File: src/rtl/mac_bitserial_collector.sv
// mac_bitserial_collector: bit-serial shift-accumulate collector for MAC partial sums.
// Receives one signed partial sum per weight bit-plane (MSB plane first), folds the
// planes into a full-precision dot-product result, and hands it downstream over a
// valid/ready handshake. With signed weights the MSB plane is subtracted.
// Optional build macro: MAC_COLLECT_STALL_CNT_EN adds a saturating 16-bit stall_cnt port.

module mac_bitserial_collector #(
  parameter int IN_WIDTH  = 26,
  parameter int NUM_BITS  = 8,
  parameter int OUT_WIDTH = IN_WIDTH + NUM_BITS
) (
  input  logic                 clk,
  input  logic                 reset,
  input  logic                 clear,
  input  logic [3:0]           prec,
  input  logic                 signed_w,
  input  logic                 in_valid,
  output logic                 in_ready,
  input  logic [IN_WIDTH-1:0]  in_data,
  output logic                 out_valid,
  input  logic                 out_ready,
  output logic [OUT_WIDTH-1:0] out_data,
  output logic                 busy
`ifdef MAC_COLLECT_STALL_CNT_EN
  ,
  output logic [15:0]          stall_cnt
`endif
);

  localparam int CntW = (NUM_BITS > 1) ? $clog2(NUM_BITS) : 1;

  logic [CntW-1:0]      cnt_q, cnt_d;
  logic [4:0]           prec_q, prec_d;
  logic                 sgn_q, sgn_d;
  logic [OUT_WIDTH-1:0] acc_q, acc_d;
  logic                 out_valid_q, out_valid_d;
  logic [OUT_WIDTH-1:0] out_data_q, out_data_d;

  logic [4:0]           eff_prec;
  logic                 first_beat;
  logic                 is_last;
  logic                 accept;
  logic                 load;
  logic [OUT_WIDTH-1:0] in_ext;
  logic [OUT_WIDTH-1:0] acc_next;

  // Clamp the requested precision into 1..NUM_BITS.
  always_comb begin
    eff_prec = {1'b0, prec};
    if (prec == 4'd0) begin
      eff_prec = 5'd1;
    end else if ({1'b0, prec} > 5'(NUM_BITS)) begin
      eff_prec = 5'(NUM_BITS);
    end
  end

  assign first_beat = (cnt_q == '0);
  // On the first beat the live precision decides; afterwards the latched one does.
  assign is_last    = first_beat ? (eff_prec == 5'd1) : (5'(cnt_q) == (prec_q - 5'd1));
  assign in_ready   = !clear && !(is_last && out_valid_q && !out_ready);
  assign accept     = in_valid && in_ready;
  assign load       = accept && is_last;
  assign busy       = !first_beat;
  assign out_valid  = out_valid_q;
  assign out_data   = out_data_q;

  assign in_ext = {{(OUT_WIDTH - IN_WIDTH){in_data[IN_WIDTH-1]}}, in_data};

  // MSB plane seeds the accumulator (negated for signed weights); later planes shift-add.
  always_comb begin
    if (first_beat) begin
      acc_next = signed_w ? (~in_ext + 1'b1) : in_ext;
    end else begin
      acc_next = (acc_q << 1) + in_ext;
    end
  end

  // Group sequencing: beat counter, accumulator and first-beat attribute capture.
  always_comb begin
    cnt_d  = cnt_q;
    acc_d  = acc_q;
    prec_d = prec_q;
    sgn_d  = sgn_q;
    if (clear) begin
      cnt_d = '0;
      acc_d = '0;
    end else if (accept) begin
      acc_d = acc_next;
      if (first_beat) begin
        prec_d = eff_prec;
        sgn_d  = signed_w;
      end
      cnt_d = is_last ? '0 : cnt_q + CntW'(1);
    end
  end

  // Output register: load on the last beat, otherwise drain on out_ready.
  always_comb begin
    out_valid_d = out_valid_q;
    out_data_d  = out_data_q;
    if (load) begin
      out_valid_d = 1'b1;
      out_data_d  = acc_next;
    end else if (out_ready) begin
      out_valid_d = 1'b0;
    end
  end

  // State registers with synchronous reset.
  always_ff @(posedge clk) begin
    if (reset) begin
      cnt_q       <= '0;
      acc_q       <= '0;
      prec_q      <= 5'd1;
      sgn_q       <= 1'b0;
      out_valid_q <= 1'b0;
      out_data_q  <= '0;
    end else begin
      cnt_q       <= cnt_d;
      acc_q       <= acc_d;
      prec_q      <= prec_d;
      sgn_q       <= sgn_d;
      out_valid_q <= out_valid_d;
      out_data_q  <= out_data_d;
    end
  end

`ifdef MAC_COLLECT_STALL_CNT_EN
  // Count cycles where an offered beat is held off by output backpressure.
  always_ff @(posedge clk) begin
    if (reset) begin
      stall_cnt <= '0;
    end else if (in_valid && !in_ready && !clear && (stall_cnt != 16'hFFFF)) begin
      stall_cnt <= stall_cnt + 16'd1;
    end
  end
`endif

endmodule

File: config.mk
export PLATFORM = sky130hd
export DESIGN_NAME = mac_bitserial_collector
export DESIGN_NICKNAME = d
export VERILOG_FILES = /design/src/rtl/mac_bitserial_collector.sv
export SDC_FILE = /design/constraint.sdc
export NUM_CORES = 1
export LEC_CHECK = 0
export ABC_CLOCK_PERIOD_IN_PS = 5960
export CAP_MARGIN = 10
export CELL_PAD_IN_SITES_DETAIL_PLACEMENT = 1
export CELL_PAD_IN_SITES_GLOBAL_PLACEMENT = 1
export CORE_ASPECT_RATIO = 0.8
export CORE_MARGIN = 3
export CORE_UTILIZATION = 45
export CTS_CLUSTER_SIZE = 16
export DETAILED_ROUTE_END_ITERATION = 6
export PLACE_DENSITY = 0.88
export SYNTH_ARGS = -nofsm -noshare
export SYNTH_HDL_FRONTEND = slang
export SYNTH_SLANG_ARGS = --single-unit
File: constraint.sdc
create_clock -name clk -period 5.96 [get_ports clk]
set_input_delay 1.788 -clock clk [delete_from_list [all_inputs] [get_ports clk]]
set_output_delay 1.788 -clock clk [all_outputs]
set_load 0.05 [all_outputs]
### Word-level counts from Yosys, hierarchy flattened

Index checks and enable logic that the tools add are counted.
Widths: inputs -> output; s select.

* add/subtract/negate cells: 4
* order comparisons: 1
* equality and inequality tests: 2
* multiplexer cells: 8
* bitwise gates (word level): 2
* reductions and logical operators: 14

Operators by type and width (count)
* $mux 34: 2
* $add 34x1->34 const B: 1
* $add 34x34->34: 1
* $not 34->34: 1
* $eq 3x5->1: 1
* $eq 5x1->1 const B: 1
* $logic_and 1x1->1: 5
* $mux 5: 1
* $sub 5x1->5 const B: 1
* $gt 4x4->1 const B: 1
* $logic_not 1->1: 4
* $logic_not 4->1: 1
* $mux 4: 1
* $add 3x1->3 const B: 1
* $logic_not 3->1: 1
* $mux 1: 3
* $mux 3: 1
* $reduce_and 3->1: 1
* $reduce_bool 2->1: 1
* $reduce_or 2->1: 1
* $not 1->1: 1

* flip-flop bits (word level): 76
* input bits: 36
* output and inout bits: 37
* word-level logic and storage cells: 36

### Longest topological paths before layout

* depth after elaboration: 12
* gate-level depth with buffers: 12
* mapped depth without buffers: 10

### Worst setup path before layout

OpenSTA, ideal clock, no wires.

* kind: input to output
* from: in prec[2]
* to: out in_ready
* data arrival time: 2820 ps
* slack: 1352 ps
* stages on the path: 4
* buffers on the path: 0
* cells stage by stage: nor4_1 a21oi_2 nor2_1 nor2_1

* longest elaborated chain between the ends: 9
* elaborated cells on any way between the ends: 10
* those cells by class: 1 x order compare; 1 x eq/ne; 3 x mux; 5 x reduce/logical

Ends and longest elaborated chain
* start, declared: line 15 `input logic [3:0] prec,`
* $gt 4x4->1: line 52 `end else if ({1'b0, prec} > 5'(NUM_BITS)) begin`
* $mux 4: line 52
* $mux 5 (*): line 50 `if (prec == 4'd0) begin`
* $eq 5x1->1 (*): line 59 `assign is_last = first_beat ? (eff_prec == 5'd1) : (5'(cnt_q) == (prec_q - 5'd1));`
* $mux 1 (*): line 59
* $logic_and 1x1->1 (*) (2 in series): line 60 `assign in_ready = !clear && !(is_last && out_valid_q && !out_ready);`
* $logic_not 1->1 (*): line 60
* $logic_and 1x1->1 (*): line 60
* end, declared: line 18 `output logic in_ready,`

Mark *: on every way between the ends. The rest lies on a longest branch, timed or not.

### Worst setup path in the final report

* from: in prec[1]
* to: out in_ready

The elaborated chain is that of the path after synthesis.

==> results_dict.tcl <==
set metrics [dict create \
    initial_core_util 0.4704 \
    synth_adder_area_share 0.08490 \
    clk_latency_ps 350 \
    grt_pass1_wl_mm 31.40 \
    clock_sinks 75 \
    rsz0062_at_grt "false" \
    worstPathCellList "clkdlybuf4s50_1, nor4_1, a21oi_2, nor2_1, nor2_1, buf_4" \
    hold_buffers 0 \
    crit_type "in2out" \
    first_pass_iters 5 \
    final_nets 840 \
    cts-buffers-inserted 9 \
    cp.arrival_ps 3310 \
    min-delay-path-class "reg2reg" \
    multi_input_area_um2 3825 \
    grt_pass1_vias 6021 \
    post_drt_wl_per_cell_um 21.14 \
    dr_wl_met3_mm 1.080 \
    clkTransAtPathRegs_ps 70 \
    ant_nets 0 \
    yosys_warnings 0 \
    antenna_found_initial 0 \
    fillers 1439 \
    layout.cells.non_filler 920 \
    seqCellArea_um2 1501 \
    min_period_ps 5102 \
    crit_top_cell "nor2_1" \
    status "complete, no violations" \
    ir_drop_uv 135.0 \
    design.die.area_um2 13690 \
    die_w_um 130.1 \
    reg2reg_to "prec_q[2]$_SDFFE_PP0P_" \
    grt_use_total 0.2865 \
    syn_to_final_growth_pct 20.41 \
    netlist_area_um2 5542 \
    syn_area_per_cell_um2 7.750 \
    setup_tns_ps 0 \
    drive_gt1_frac 0.08290 \
    drc 0 \
    hold_end "out_data[8]$_SDFFE_PP0P_" \
    syn_nets 788 \
    io_pins 73 \
    cts_buffer_depth 2 \
    tightest_slew_ps 967.0 \
    cp_max_fo 7 \
    drtIter0Drc 450 \
    hpwl_mm 14.38 \
    met1_length_mm 9.287 \
    power_leakage_uw 0.002613 \
    final.setup.worst_slack_ps 858.4 \
    fmax_ghz 0.1960 \
    rows 35 \
    cts_root_buf "clkbuf_16" \
    synth_top_area_frac 0.2709 \
    cts_tree "yes" \
    powerDensity_nw_per_um2 219.4 \
    drv_cap 0 \
    syn_inst 715 \
    finClkSkew_ps 10.21 \
    hold_viol 0 \
    slowest_stage "nor4_1" \
    period_share 0.8560 \
    routabilityCongestion 0.9842 \
    synth-seq-area-share 0.2709 \
    max_stage_delay_ps 460 \
    ff2ff_setup_slack_ps 2650 \
    core_area_um2 11780 \
    max_slew_margin 0.3553 \
    min_path_cells 2 \
    port_buffers 72 \
    endpoint_kind "primary output" \
    overflow 0 \
    synth_top_area_cell "dfxtp_1" \
    routed_wl_mm 19.45 \
    r2r_cells 11 \
    synth_top_family_by_area "compound AO/OA/AOI/OAI gates" \
    ys.flop_type "dfxtp_1" \
    synth_compound_area_frac 0.3193 \
    viasPerCell 6.204 \
    synth-xor-area-share 0.07428 \
    ys_async_sr_fraction 0 \
    r2r-start "cnt_q[0]$_SDFFE_PP0P_" \
    h-tree-depth 3 \
    hp-start "out_data[8]$_SDFFE_PP0P_" \
    setup_viol_count_final 0 \
    placedCellCount 904 \
    utilization 0.5664 \
    cts_resized 0 \
    grt_max_degree 52 \
    dp_slack_ps 876.0 \
    wl_met2_mm 8.893 \
    netlist_top_cells_area "dfxtp_1 27%, ha_1 8.1%, a21oi_1 7.5%" \
    diodes 0 \
    synth_edf_count 0 \
    top_layer_used "met4" \
    ys_types 70 \
    vias 5708 \
    die-height_um 105.3 \
    start_kind "input port" \
    final_max_slew_viol_count 0 \
    synth_mux_area_frac 0.01084 \
    yosys.area_share.simple 0.1991 \
    synth-seq-cells 75 \
    cp.required_ps 4170 \
    post-cts-setup-buffers 0 \
]
-- synth_stat cells, types with 3 or more instances --
library cell / number
o21ai_0: 56
a21oi_2: 3
and3_1: 7
buf_1: 5
buf_2: 12
a211oi_1: 28
nor2b_1: 6
nand3b_1: 4
o31ai_1: 9
o21a_1: 4
or3_1: 6
o31a_1: 3
nand2_1: 95
a311oi_1: 4
or2_2: 3
a21o_1: 17
o211ai_1: 7
nor3_1: 8
nand3_1: 7
clkbuf_1: 23
nand2b_1: 5
a31oi_1: 11
dfxtp_1: 75
inv_1: 16
ha_1: 36
a21oi_1: 83
xor2_1: 28
nand4_1: 6
o21ai_1: 3
xnor2_1: 19
nor2_1: 68
or4_4: 3
mux2i_1: 6
-- worst max-delay path, delay by kind of cell --
kind	cells	cell delay (ps)
AO/OA/AOI/OAI	1	170
buffers and inverters	2	640
AND/OR/NAND/NOR	3	720
-- layout make-up --
cell class                 count  area share
multi-input combinational    584      0.5732
timing repair buffer          81      0.1178
tap                          148     0.02775
sequential                    75      0.2250
clock inverter                 7     0.01350
clock buffer                   9     0.03375
inverter                      16    0.009001
-- cell families (layout without fill, tap and decap cells) --
| group | count (synthesis) | after routing |
|---|---|---|
| XOR/XNOR | 47 | 47 |
| adder cells (fa/ha/maj) | 37 | 37 |
| flip-flops | 75 | 75 |
| AND/OR/NAND/NOR | 233 | 233 |
| multiplexers | 6 | 6 |
| buffers and inverters | 56 | 113 |
| AO/OA/AOI/OAI | 261 | 261 |
-- report_power, final --
part / total (uW) / internal [uW] / switching, uW
clock: 597 / 338 / 259
combinational: 341 / 123 / 218
sequential: 527 / 516 / 10.5
-- state kept, by name, indices dropped and copies added, names as in the netlist --
register   cells
out_data      34
prec_q         4
out_valid      1
acc_q         33
cnt_q          3
-- layout by cell type (no fill, tap or decap), drive strengths merged, types with 19 or more instances in the layout --
cell | Yosys | layout
nand2 | 95 | 95
a211oi | 31 | 31
a21o | 19 | 19
clkdlybuf4s50 | 0 | 71
xor2 | 28 | 28
xnor2 | 19 | 19
o21ai | 61 | 61
a21oi | 86 | 86
ha | 36 | 36
inv | 16 | 21
dfxtp | 75 | 75
nor2 | 71 | 71
-- stage by stage --
step	power [uW]	hold slack (ps)	area [um^2]
4_1_cts	1462	465.0	6673
3_5_place_dp	870.3	454.8	6357
5_1_grt	1521	491.5	6673
6_report	1464	461.7	6673
3_3_place_gp	857.7	440.3	6357
2_1_floorplan	753.1	435.6	5542
-- how the worst max path moves through the flow --
stage | to | startpoint | cells past startpoint
after CTS | in_ready | prec[1] | 6
after global placement | in_ready | prec[1] | 6
final | in_ready | prec[1] | 6
after floorplan | in_ready | prec[2] | 4
after detailed placement | in_ready | prec[1] | 6
after global routing | in_ready | prec[1] | 6
-- metal layers --
layer / vias up / GRT usage
li1: 2707 / -
met5: - / 0
met4: 0 / 0.05341
met2: 154 / 0.4517
met1: 2828 / 0.4042
met3: 19 / 0.06332
Note: power is estimated with default switching activity, not from simulation.
